<file path="src/rtl/ldpc_frame_scheduler.sv">
// ----------------------------------------------------------------------------
// ldpc_frame_scheduler
//
// Sits between an LLR source and a 10-bit LDPC decoder. Collects one frame of
// channel LLRs (saturated to +/-LLR_MAX), presents the buffered frame to the
// decoder, then runs decoder iterations until the syndrome is clear or the
// iteration cap is reached. The corrected codeword is returned together with
// the number of iterations used and a convergence flag.
//
// Ports
//   clk, rst        system clock, asynchronous active-high reset
//   in_valid/ready  LLR input handshake, one signed W-bit word per transfer,
//   in_llr          codeword index 0 first
//   dec_evidence    buffered saturated LLRs, word k at [k*W +: W]
//   dec_load        one-cycle pulse: decoder re-initialises from dec_evidence
//   dec_iter_en     one-cycle pulse: decoder runs one iteration
//   dec_bits        decoder hard decisions, valid ITER_CYCLES after dec_iter_en
//   dec_parity_ok   decoder syndrome all-zero, valid with dec_bits
//   out_valid/ready result handshake
//   out_bits        corrected codeword
//   out_iters       iterations used (1..MAX_ITER)
//   out_converged   1 = parity satisfied, 0 = iteration cap reached
// ----------------------------------------------------------------------------
module ldpc_frame_scheduler #(
    parameter int N           = 10,
    parameter int W           = 32,
    parameter int LLR_MAX     = 1000,
    parameter int MAX_ITER    = 20,
    parameter int ITER_CYCLES = 4
) (
    input  logic                clk,
    input  logic                rst,
    input  logic                in_valid,
    output logic                in_ready,
    input  logic signed [W-1:0] in_llr,
    output logic [N*W-1:0]      dec_evidence,
    output logic                dec_load,
    output logic                dec_iter_en,
    input  logic [N-1:0]        dec_bits,
    input  logic                dec_parity_ok,
    output logic                out_valid,
    input  logic                out_ready,
    output logic [N-1:0]        out_bits,
    output logic [7:0]          out_iters,
    output logic                out_converged
);

    localparam int IW = (N > 1) ? $clog2(N) : 1;
    localparam int CW = (ITER_CYCLES > 1) ? $clog2(ITER_CYCLES) : 1;

    localparam logic signed [W-1:0] LLR_POS   = W'(LLR_MAX);
    localparam logic signed [W-1:0] LLR_NEG   = -LLR_POS;
    localparam logic [IW-1:0]       IDX_LAST  = IW'(N - 1);
    localparam logic [CW-1:0]       WAIT_INIT = CW'(ITER_CYCLES - 1);
    localparam logic [7:0]          ITER_CAP  = 8'(MAX_ITER);

    typedef enum logic [2:0] {
        IDLE,
        LOAD,
        PRIME,
        ITER,
        WAIT,
        CHECK,
        OUTPUT
    } state_t;

    state_t               state_q;
    state_t               state_d;
    logic [IW-1:0]        idx_q;
    logic [7:0]           iter_cnt_q;
    logic [CW-1:0]        wait_cnt_q;
    logic signed [W-1:0]  llr_buf [N];
    logic                 in_accept;
    logic                 check_done;

    // Clamp an incoming LLR to +/-LLR_MAX using a full-width signed compare,
    // so the most negative W-bit value also lands on -LLR_MAX.
    function automatic logic signed [W-1:0] sat(input logic signed [W-1:0] v);
        if (v > LLR_POS) begin
            return LLR_POS;
        end else if (v < LLR_NEG) begin
            return LLR_NEG;
        end
        return v;
    endfunction

    assign in_accept  = in_valid && in_ready;
    assign check_done = dec_parity_ok || (iter_cnt_q == ITER_CAP);

    // The evidence bus is a direct view of the frame buffer; the buffer only
    // changes on LOAD writes, so the decoder sees a stable frame from PRIME
    // until the next frame starts arriving.
    genvar g;
    generate
        for (g = 0; g < N; g++) begin : g_evidence
            assign dec_evidence[g*W +: W] = llr_buf[g];
        end
    endgenerate

    // State register. Reset returns to IDLE from anywhere, which drops any
    // frame or iteration in progress without producing a result.
    always_ff @(posedge clk or posedge rst) begin
        if (rst) begin
            state_q <= IDLE;
        end else begin
            state_q <= state_d;
        end
    end

    // Next-state logic plus the handshake and decoder strobes, which are
    // plain decodes of the registered state so they are glitch-free pulses
    // exactly one state long. Parity wins over the iteration cap in CHECK,
    // so converging on the final allowed iteration still reports success.
    always_comb begin
        state_d     = state_q;
        in_ready    = 1'b0;
        dec_load    = 1'b0;
        dec_iter_en = 1'b0;
        out_valid   = 1'b0;
        case (state_q)
            IDLE: begin
                state_d = LOAD;
            end
            LOAD: begin
                in_ready = 1'b1;
                if (in_valid && (idx_q == IDX_LAST)) begin
                    state_d = PRIME;
                end
            end
            PRIME: begin
                dec_load = 1'b1;
                state_d  = ITER;
            end
            ITER: begin
                dec_iter_en = 1'b1;
                state_d     = WAIT;
            end
            WAIT: begin
                if (wait_cnt_q == '0) begin
                    state_d = CHECK;
                end
            end
            CHECK: begin
                state_d = check_done ? OUTPUT : ITER;
            end
            OUTPUT: begin
                out_valid = 1'b1;
                if (out_ready) begin
                    state_d = LOAD;
                end
            end
            default: begin
                state_d = IDLE;
            end
        endcase
    end

    // Datapath: frame buffer writes, the word index, the iteration and wait
    // counters, and the result registers. The result registers are only
    // written in CHECK when the frame finishes, so they hold steady for the
    // whole time the consumer keeps out_ready low.
    always_ff @(posedge clk or posedge rst) begin
        if (rst) begin
            idx_q         <= '0;
            iter_cnt_q    <= '0;
            wait_cnt_q    <= '0;
            out_bits      <= '0;
            out_iters     <= '0;
            out_converged <= 1'b0;
            for (int k = 0; k < N; k++) begin
                llr_buf[k] <= '0;
            end
        end else begin
            case (state_q)
                LOAD: begin
                    if (in_accept) begin
                        llr_buf[idx_q] <= sat(in_llr);
                        idx_q          <= (idx_q == IDX_LAST) ? '0 : idx_q + IW'(1);
                    end
                end
                PRIME: begin
                    iter_cnt_q <= '0;
                end
                ITER: begin
                    iter_cnt_q <= iter_cnt_q + 8'd1;
                    wait_cnt_q <= WAIT_INIT;
                end
                WAIT: begin
                    if (wait_cnt_q != '0) begin
                        wait_cnt_q <= wait_cnt_q - CW'(1);
                    end
                end
                CHECK: begin
                    if (check_done) begin
                        out_bits      <= dec_bits;
                        out_iters     <= iter_cnt_q;
                        out_converged <= dec_parity_ok;
                    end
                end
                default: begin
                end
            endcase
        end
    end

endmodule

</file>
<file path="config.mk">
export PLATFORM = sky130hd
export DESIGN_NAME = ldpc_frame_scheduler
export DESIGN_NICKNAME = d
export VERILOG_FILES = /design/src/rtl/ldpc_frame_scheduler.sv
export SDC_FILE = /design/constraint.sdc
export NUM_CORES = 1
export LEC_CHECK = 0
export ABC_AREA = 1
export CELL_PAD_IN_SITES_DETAIL_PLACEMENT = 0
export CELL_PAD_IN_SITES_GLOBAL_PLACEMENT = 1
export CORE_MARGIN = 4
export CORE_UTILIZATION = 35
export CTS_CLUSTER_DIAMETER = 50
export DETAILED_ROUTE_END_ITERATION = 8
export PLACE_DENSITY = 0.81
export SLEW_MARGIN = 30
export SYNTH_ARGS = -nofsm -noshare
export SYNTH_HDL_FRONTEND = slang
export SYNTH_SLANG_ARGS = --single-unit
export TNS_END_PERCENT = 30
</file>
<file path="constraint.sdc">
create_clock -name clk -period 12.2 [get_ports clk]
set_input_delay 1.22 -clock clk [delete_from_list [all_inputs] [get_ports clk]]
set_output_delay 1.22 -clock clk [all_outputs]
set_load 0.03 [all_outputs]
</file>
== Yosys cells after proc, flatten, opt, wreduce, memory -nomap -nowiden ==
Cells that the tools add are included.
W data, S select, Z words.

* Register bits after elaboration: 356
* Bits of input ports: 47
* Output and inout port bits: 343
* Logic and storage cells: 75

* Add/sub/neg operators: 3
* $lt $le $gt $ge: 4
* Equality and inequality tests: 12
* Muxes and demuxes: 25
* Bitwise operators: 1
* Reduce and logical (&&, ||, !) cells: 13

{| class="wikitable"
|+ Operators by type and width
! kind !! number
|-
| $bwmux W320 || 1
|-
| $mux W32 || 6
|-
| $demux W32 S4 || 1
|-
| $gt A32 B11 Y1 const B || 1
|-
| $lt A32 B11 Y1 const B || 1
|-
| $pmux W3 S7 || 1
|-
| $pmux W8 S2 || 1
|-
| $mux W3 || 4
|-
| $eq A3 B3 Y1 const B || 3
|-
| $add A8 B1 Y8 const B || 1
|-
| $eq A8 B5 Y1 const B || 1
|-
| $mux W1 || 8
|-
| $ne A2 B2 Y1 const B || 4
|-
| $eq A3 B2 Y1 const B || 2
|-
| $reduce_and A2 Y1 || 3
|-
| $reduce_bool A2 Y1 || 3
|-
| $ge A5 B5 Y1 const B || 1
|-
| $lt A5 B1 Y1 const B || 1
|-
| $not A4 Y5 || 1
|-
| $add A4 B1 Y4 const B || 1
|-
| $eq A4 B4 Y1 const B || 1
|-
| $mux W4 || 1
|-
| $pmux W2 S2 || 1
|-
| $eq A3 B1 Y1 const B || 1
|-
| 7 further kinds || 9
|}

== Depth between registers and ports, before layout ==
Gate-level depths: netlist (run 1).

* Depth in word-level cells: 9
* Depth in mapped cells: 11
* Depth with buffers taken out: 10

== Worst setup path before layout (run 1) ==
OpenSTA, ideal clock, no wires.

* Path type: flip-flop to output port
* From: register state_q[0]
* To: output port out_valid
* Arrival: 1252 ps
* Path slack: 9728 ps
* Cell stages (with the launch flop): 3
* Buffers on the path: 1
* Cell sequence: dfrtp_1 -> buf_4 -> nor3_1

* Longest elaborated chain between the ends: 2

{| class="wikitable"
|+ RTL lines
! element !! line !! RTL
|-
| from (decl) || 67 || <nowiki>state_t state_q;</nowiki>
|-
| from (signal assigned) || 106 || <nowiki>state_q <= state_d;</nowiki>
|-
| $eq A3 B3 Y1 || 120 || <nowiki>case (state_q)</nowiki>
|-
| $mux W1 || 120 ||
|-
| to (decl) || 41 || <nowiki>output logic out_valid,</nowiki>
|}

Every way passes these cells.

== Final worst setup path (run 1) ==
* From: register state_q[2]
* To: output port dec_iter_en

* Longest elaborated chain between the ends: 2

{| class="wikitable"
|+ RTL lines
! element !! line !! RTL
|-
| $eq A3 B2 Y1 || 120 ||
|-
| $mux W1 || 120 ||
|-
| to (decl) || 38 || <nowiki>output logic dec_iter_en,</nowiki>
|}

Every way passes these cells.

==> impl_metrics.json, run 1 <==
{
  "via_per_inst": 4.53,
  "finalSetupViolations": 0,
  "netlist.area_leader.share_pct": 65.7,
  "cp_data_required_time_ns": 10.98,
  "fmax_ghz": 0.275,
  "holdCritPathClass": "flip-flop to flip-flop",
  "die_h_um": 205,
  "grt_use_met3_pct": 6.60,
  "rsz0062_at_grt": "false",
  "p_per_area_mw_per_mm2": 302,
  "post_cts.repair.setup_buffers": 0,
  "synth_nets": 1509,
  "crit_path_end_kind": "primary output",
  "worst_slack_ns": 8.56,
  "htree_levels": 2,
  "status": "completed",
  "report.final.hold_viol_count": 0,
  "multi_input_area_mm2": 0.00394,
  "finalCritPeriodShare_pct": 29.8,
  "ys_types": 30,
  "grt_usage_pct": 19.6,
  "grt_max_degree": 172,
  "ys_warn_count": 0,
  "portBuffers": 389,
  "grt_remaining_overflow": 0,
  "first_pass_iters": 5,
  "use_met2_pct": 31.5,
  "startpoint_type": "flip-flop",
  "antenna_found_initial": 0,
  "grt_pass1_wl_mm": 64.5,
  "dieArea_mm2": 0.0420,
  "drc": 0,
  "drt-initial-drc-count": 639,
  "cts-root-buf": "clkbuf_16",
  "p_leak_uw": 0.0102,
  "core_mm2": 0.0379,
  "final-seq-area_mm2": 0.00891,
  "detail-route-antenna-nets": 0,
  "drive_gt1_share_pct": 6.35,
  "filler_cell_count": 3568,
  "clock_latency_ns": 0.56,
  "syn_area_mm2": 0.0136,
  "antenna_cells": 0,
  "worst_pin_slew_ns": 0.800,
  "top_usage_layer": "met2",
  "dpl.hpwl_mm": 28.4,
  "area_growth_pct": 41.9,
  "synth_seq_cells": 356,
  "ys_seq_area_share_pct": 65.7,
  "cts.reportedPaths.clkPinSlew_ns": 0.05,
  "peakVddDrop_v": 0.000206,
  "via_count": 10700,
  "maxSlewHeadroom_pct": 46.5,
  "wl_mm": 41.2,
  "rows": 71,
  "finalNetCount": 1873,
  "tns_ns": 0,
  "crit_type": "flip-flop to primary output",
  "gp_congestion": 0.789,
  "synthCells": 1459,
  "io_pins": 390,
  "slew_viol_final": 0,
  "clock_path_buffers": 3,
  "routedWlPerCell_um": 17.4,
  "dp_slack_ns": 7.80,
  "grtUsageMet1_pct": 24.9,
  "cp_max_fo": 8,
  "ys_top_cells_by_area": "dfrtp_1 (66%), nand2_1 (22%), buf_2 (1.7%)",
  "reg2reg_slack_ns": 9.80,
  "hp-start": "dec_evidence[222]$_DFFE_PP0P_",
  "grt_pass1_vias": 10900,
  "syn_area_per_cell_um2": 9.30,
  "initial_core_util_pct": 35.8,
  "period_needed_ns": 3.64,
  "cts_tree": "yes",
  "die_w_um": 205,
  "cp-startpoint": "state_q[2]$_DFFE_PP0P_",
  "utilization_pct": 50.8,
  "cap_viol_max_count": 0,
  "skew_ns": 0.0227,
  "cts_resized": 0,
  "cts_buffers": 43,
  "cts_num_sinks": 356,
  "r2r-start": "state_q[0]$_DFFE_PP0P_",
  "yosys.area.top_type": "dfrtp_1",
  "cts_hold_buf": 0,
  "crit_arrival_ns": 2.42
}
state kept, by name, indices dropped and copies added, names as in the netlist:
name and count:
out_iters 8, state_q 3, dec_evidence 320, iter_cnt_q 8
out_bits 10, wait_cnt_q 2, out_converged 1, idx_q 4
layer usage:
layer  wire length [um]  vias to the layer above  share of wire (%)
li1                   -                     5195                  -
met1              17200                     5137                 42
met2              19300                      311                 47
met3               3410                       76                8.3
met4               1270                        0                3.1
met5                  0                        -                  0
Yosys cell counts:
| library cell | instances |
|---|---|
| nand3b_1 | 2 |
| clkbuf_1 | 10 |
| inv_2 | 13 |
| o21ai_0 | 31 |
| nand3_4 | 3 |
| or2_2 | 2 |
| buf_4 | 12 |
| nand4_1 | 31 |
| nor3_4 | 1 |
| xor2_1 | 2 |
| nand2_1 | 783 |
| a21oi_1 | 2 |
| a31oi_1 | 4 |
| ha_1 | 3 |
| nand2_2 | 6 |
| o221ai_1 | 1 |
| and2_0 | 1 |
| buf_2 | 46 |
| o31ai_1 | 1 |
| nor2_8 | 1 |
| dfrtp_1 | 356 |
| nand3_1 | 21 |
| buf_6 | 9 |
| nor3_1 | 6 |
| clkinv_1 | 1 |
| inv_1 | 61 |
| nor2_1 | 37 |
| nor2_2 | 9 |
| o22ai_1 | 2 |
| nand3_2 | 2 |
metrics by stage:
step / std cells / instance area, um^2 / power, uW / hold WS, ns
final: 2368 / 19300 / 5820 / 0.466
after global routing: 2368 / 19300 / 6150 / 0.486
after CTS: 2367 / 19200 / 5890 / 0.471
after detailed placement: 2288 / 17700 / 4530 / 0.457
after global placement: 2287 / 17700 / 4490 / 0.452
after floorplan: 1459 / 13600 / 3330 / 0.449
cells in the final DEF, fill, tap and decap left out, types with 4 or more instances in the layout:
master / n
inv_1: 60
nor2_1: 37
buf_4: 4
clkinv_2: 5
clkbuf_16: 44
nor3_1: 6
clkdlybuf4s50_1: 389
o21ai_0: 31
nand4_1: 31
bufinv_16: 5
nor2_2: 9
inv_2: 13
nand2_1: 783
inv_6: 4
clkbuf_1: 8
nand3_4: 4
nand2_2: 6
dfrtp_1: 356
a31oi_1: 4
clkbuf_8: 6
nand3_1: 19
critical path, stage by stage (launching register included):
cell	delay (ns)
dfrtp_1	0.42
nor2_1	0.33
nand2_1	0.22
clkinv_1	0.20
clkdlybuf4s50_1	0.70
area by class of cell:
class | instances | share of cell area [%]
clock buffer | 58 | 6.30
clock inverter | 21 | 1.43
inverter | 75 | 1.50
multi-input combinational | 951 | 20.4
sequential | 356 | 46.3
tap | 511 | 3.32
timing repair buffer | 396 | 20.7
final timing paths:
path	to	cells after the start
min	dec_evidence[222]$_DFFE_PP0P_	2
max reg2reg	dec_evidence[234]$_DFFE_PP0P_	6
min in group asynchronous	dec_evidence[48]$_DFFE_PP0P_	2
max in group asynchronous	dec_evidence[232]$_DFFE_PP0P_	4
min reg2reg	dec_evidence[222]$_DFFE_PP0P_	2
max	dec_iter_en	4
power by group:
part	internal [uW]	switching [uW]	total (uW)	leakage (uW)
logic	980	1580	2560	0.00479
clock network	811	512	1320	0.000723
registers	1650	289	1940	0.00472
total	3440	2380	5820	0.0102
cells by family (layout without fill, tap and decap cells):
| kind of cell | after synthesis | after routing | synth area share, % |
|---|---|---|---|
| AOI/OAI and AO/OA | 41 | 41 | 1.61 |
| xor gates and xnor gates | 2 | 2 | 0.129 |
| adders and majority gates | 3 | 3 | 0.277 |
| buffers and inverters | 152 | 550 | 5.46 |
| DFF | 356 | 356 | 65.7 |
| and+or+nand+nor | 905 | 905 | 26.9 |
No activity file was read; power rests on OpenSTA's default activity.
==> run 2: changes to the inputs <==
Settings changed: CORE_UTILIZATION 35 to 32, PLACE_DENSITY 0.81 to 0.78.
Clock period 12.2 ns to 3 ns, I/O delays scaled along.
==> run 2 against run 1 <==
First-iteration DRC count rose by 5.3%. Clock power rose to 4.0 times the previous value. Final cell count rose by 2.4%. Via count rose by 1.3%. Global-route usage fell by 1.7 points. Combinational power rose to 4.1 times the previous value. Sequential share of layout area fell by 0.58 points. Hold slack got worse by 0.21 ns. Largest power group unchanged.
==> impl_metrics.json, run 2 (same netlist as run 1, synthesis figures left out) <==
{
  "portBuffers": 389,
  "report.final.hold_viol_count": 0,
  "clock_path_buffers": 3,
  "grt_pass1_wl_mm": 65.5,
  "dp.cells": 2344,
  "tns_ns": 0,
  "grt_max_degree": 54,
  "die_h_um": 214,
  "htree_levels": 2,
  "worst_slack_ns": 0.253,
  "wl_mm": 41.9,
  "cts_tree": "yes",
  "slew_viol_final": 0,
  "holdCritPathClass": "primary input to async pin",
  "r2r_cells": 7,
  "grt_usage_pct": 17.9,
  "cts_num_sinks": 356,
  "via_count": 10900,
  "antenna_found_initial": 0,
  "finalPower_uw": 23600,
  "rows": 75,
  "cts_resized": 0,
  "holdWs_ns": 0.253,
  "r2r-start": "state_q[0]$_DFFE_PP0P_",
  "cp_max_fo": 6,
  "cts-root-buf": "clkbuf_16",
  "slowest_delay_ns": 0.74,
  "finalCritPeriodShare_pct": 91.6,
  "finalNetCount": 1902,
  "post_cts.repair.setup_buffers": 0,
  "first_pass_iters": 5,
  "routedWlPerCell_um": 17.3,
  "fmax_ghz": 0.364,
  "cp_data_required_time_ns": 2.70,
  "dieArea_mm2": 0.0458,
  "crit_slowest_cell": "clkdlybuf4s50_1",
  "crit_chain": "nor2_1 -> inv_1 -> nor2_1 -> clkdlybuf4s50_1",
  "detail-route-antenna-nets": 0,
  "worst_pin_slew_ns": 0.796,
  "area_growth_pct": 43.7,
  "io_pins": 390,
  "maxSlewHeadroom_pct": 46.9,
  "via_per_inst": 4.48,
  "grt_pass1_vias": 11100,
  "final_common_cell": "nand2_1",
  "cap_viol_max_count": 0,
  "antenna_cells": 0,
  "critical_path.top_delay_family": "buffers and inverters",
  "crit_path_end_kind": "primary output",
  "skew_ns": 0.0179,
  "clock_latency_ns": 0.57,
  "grt_remaining_overflow": 0,
  "die_w_um": 214,
  "rsz0062_at_grt": "false",
  "largest_reg_flops": 320,
  "p_per_area_mw_per_mm2": 1210,
  "drc": 0,
  "crit_type": "flip-flop to primary output",
  "p_leak_uw": 0.0104,
  "cts.reportedPaths.clkPinSlew_ns": 0.06,
  "gp_congestion": 0.783,
  "crit_arrival_ns": 2.45,
  "startpoint_type": "flip-flop",
  "worst-path-buf-inv": 2,
  "final_cell_mix": "nand2_1 (783), clkdlybuf4s50_1 (389), dfrtp_1 (356), inv_1 (60), clkbuf_16 (45)",
  "peakVddDrop_v": 0.000681,
  "cts_hold_buf": 0,
  "cts_buffers": 45,
  "drt-initial-drc-count": 673,
  "r2r_end": "dec_evidence[282]$_DFFE_PP0P_",
  "final_cell_count_no_fill": 2424,
  "initial_core_util_pct": 32.3,
  "dp_slack_ns": 0.474,
  "core_mm2": 0.0419,
  "drive_gt1_share_pct": 7.75,
  "filler_cell_count": 4021,
  "status": "completed",
  "cp_common_cell": "nor2_1",
  "finalSetupViolations": 0,
  "period_needed_ns": 2.75,
  "dpl.hpwl_mm": 29.0,
  "reg2reg_slack_ns": 0.78
}
[run 2: cell count changes in the layout (fill, tap and decap cells not counted), sizes merged]
cell and change:
clkinvlp +1, inv +2, bufinv -3, buf +27, clkinv -2, clkbuf +3
[run 2: layout make-up]
| cell class | count | area [um^2] | share of cell area (%) |
|---|---|---|---|
| clock buffer | 61 | 1270 | 6.49 |
| clock inverter | 19 | 213 | 1.09 |
| inverter | 75 | 285 | 1.46 |
| multi-input combinational | 951 | 3930 | 20.1 |
| sequential | 356 | 8910 | 45.7 |
| tap | 539 | 674 | 3.46 |
| timing repair buffer | 423 | 4220 | 21.7 |
[run 2: power breakdown]
group          switching [uW]  internal, uW  leakage, uW
Clock                    2130          3170     0.000720
Sequential               1170          6720      0.00472
Combinational            6370          4010      0.00493
Total                    9670         13900       0.0104
[run 2: worst max-delay path by stage]
stage | from | to | cells after the start
after detailed placement | in_llr[31] | dec_evidence[69]$_DFFE_PP0P_ | 11
after global placement | in_llr[31] | dec_evidence[230]$_DFFE_PP0P_ | 11
after CTS | state_q[2]$_DFFE_PP0P_ | dec_iter_en | 4
after floorplan | rst | dec_evidence[0]$_DFFE_PP0P_ | 1
after global routing | state_q[2]$_DFFE_PP0P_ | dec_iter_en | 4
final | state_q[2]$_DFFE_PP0P_ | dec_load | 4
[run 2: stage by stage]
stage	util, %	cell area [um^2]
floorplan	-	13600
global placement	42.9	18000
detailed placement	42.9	18000
CTS	46.5	19500
global route	46.5	19500
finish	46.5	19500
[run 2: layer usage]
layer	GRT usage, %	vias to the layer above	routed length, um	share of wire (%)
li1	-	5249	-	-
met1	23.4	5275	18100	43
met2	29.3	283	20100	48
met3	5.36	55	2860	6.8
met4	4.86	0	887	2.1
met5	0	-	0	0
==> run 3: changes to the inputs <==
Settings changed: CORE_MARGIN 4 to default, SETUP_SLACK_MARGIN from default to 0.15.
==> run 3 against run 2 <==
Clock power is 5.3% lower. Setup slack better by 0.12 ns. Combinational power hardly changed. Wire length is 6.1% lower. Hold slack worse by 0.096 ns. Largest cell class unchanged.
==> impl_metrics.json, run 3 (same netlist as run 1, synthesis figures left out) <==
{
  "grt_max_degree": 108,
  "dpl.hpwl_mm": 26.8,
  "antenna_found_initial": 0,
  "antenna_cells": 0,
  "clock_path_buffers": 3,
  "dp_slack_ns": 0.433,
  "cts_hold_buf": 0,
  "filler_cell_count": 4052,
  "slew_viol_final": 0,
  "cts.reportedPaths.clkPinSlew_ns": 0.05,
  "via_count": 10800,
  "core_mm2": 0.0419,
  "utilization_pct": 46.1,
  "via_per_inst": 4.47,
  "startpoint_type": "flip-flop",
  "gp_congestion": 0.781,
  "dieArea_mm2": 0.0432,
  "grt_usage_pct": 18.3,
  "largest_reg_flops": 320,
  "cts-root-buf": "clkbuf_16",
  "p_leak_uw": 0.0103,
  "area_growth_pct": 42.1,
  "holdWs_ns": 0.158,
  "cts_num_sinks": 356,
  "finalSetupViolations": 0,
  "worst_pin_slew_ns": 0.909,
  "rows": 75,
  "fmax_ghz": 0.381,
  "wl_mm": 39.4,
  "final_common_cell": "nand2_1",
  "worst_slack_ns": 0.374,
  "tns_ns": 0,
  "grt_pass1_wl_mm": 61.5,
  "cp_max_fo": 8,
  "routedWlPerCell_um": 16.4,
  "crit_arrival_ns": 2.33,
  "cp_data_required_time_ns": 2.70,
  "crit_path_end_kind": "primary output",
  "maxSlewHeadroom_pct": 39.2,
  "die_h_um": 208,
  "finalCritPeriodShare_pct": 87.5,
  "switchingPower_uw": 9440,
  "p_per_area_mw_per_mm2": 1200,
  "report.final.hold_viol_count": 0,
  "crit_type": "flip-flop to primary output",
  "clock_latency_ns": 0.56,
  "cts_buffers": 44,
  "grt_pass1_vias": 10600,
  "drive_gt1_share_pct": 6.76,
  "portBuffers": 389,
  "p_int_uw": 13700,
  "power.share.sequential_pct": 33.8,
  "holdCritPathClass": "primary input to async pin",
  "peakVddDrop_v": 0.000722,
  "drt-initial-drc-count": 904,
  "drc": 0,
  "cap_viol_max_count": 0,
  "skew_ns": 0.0190,
  "grt_remaining_overflow": 0,
  "status": "completed",
  "combPwrFrac_pct": 44.5,
  "finalNetCount": 1890,
  "initial_core_util_pct": 32.4,
  "p_clk_share_pct": 21.6,
  "period_needed_ns": 2.63,
  "io_pins": 390,
  "cts_tree": "yes",
  "rsz0062_at_grt": "false",
  "htree_levels": 2,
  "detail-route-antenna-nets": 0,
  "die_w_um": 208,
  "first_pass_iters": 5,
  "swShare_pct": 40.7,
  "final_cell_mix": "nand2_1 (783), clkdlybuf4s50_1 (389), dfrtp_1 (356), inv_1 (60), clkbuf_16 (45)"
}
## run 3: metrics by stage
stage               instances  cell area (um^2)  total power (uW)
floorplan                1459             13600             13500
global placement         2333             17900             18100
detailed placement       2333             17900             18300
CTS                      2404             19300             23500
global route             2404             19300             24400
finish                   2404             19300             23200
## run 3: power groups by stage
stage,Combinational [uW],Sequential (uW),Clock (uW)
floorplan,2080,11500,0
global placement,10300,7830,0
detailed placement,10400,7890,0
CTS,10400,7850,5170
global route,11000,8100,5350
finish,10300,7850,5020
## run 3: final timing paths
| path | endpoint | start | slack [ns] | cells after the start |
|---|---|---|---|---|
| worst min-delay path | out_bits[7]$_DFFE_PP0P_ | rst | 0.16 | 2 |
| worst max-delay path | dec_iter_en | state_q[1]$_DFFE_PP0P_ | 0.37 | 5 |
| worst max register to register | dec_evidence[78]$_DFFE_PP0P_ | state_q[0]$_DFFE_PP0P_ | 0.68 | 6 |
| min in group clk | out_bits[6]$_DFFE_PP0P_ | dec_bits[6] | 0.30 | 3 |
| worst min register to register | dec_evidence[150]$_DFFE_PP0P_ | dec_evidence[150]$_DFFE_PP0P_ | 0.47 | 2 |
| max in group asynchronous | dec_evidence[104]$_DFFE_PP0P_ | rst | 1.87 | 3 |
## run 3: area by class of cell
class,count,area [um^2],share of cell area [%]
flip-flops and latches,356,8910,46.2
repair buffers,412,4120,21.4
clock buffers,61,1270,6.57
inverters,75,285,1.48
well taps,539,674,3.50
multi-input cells,951,3930,20.4
clock inverters,10,103,0.532
## run 3: metal layers
metal | global-route usage (%) | share of wire (%) | vias up | wire length [um]
li1 | - | - | 5213 | -
met1 | 23.6 | 43 | 5186 | 17000
met2 | 29.7 | 48 | 298 | 18700
met3 | 5.37 | 6.7 | 59 | 2640
met4 | 5.62 | 2.5 | 0 | 983
met5 | 0 | 0 | - | 0
## run 3: critical path, cell delays in order (launching register included)
cell and delay (ns):
dfrtp_1 0.37, inv_2 0.09, nor2_2 0.21, nand2_1 0.19
clkinv_1 0.20, clkdlybuf4s50_1 0.70
## run 3: what timing repair did
action / in CTS / in global routing
setup buffers: 0 / 0
endpoints found under the setup margin: 0 / 1
resized for setup: 0 / 1
hold endpoints to repair: 0 / 0
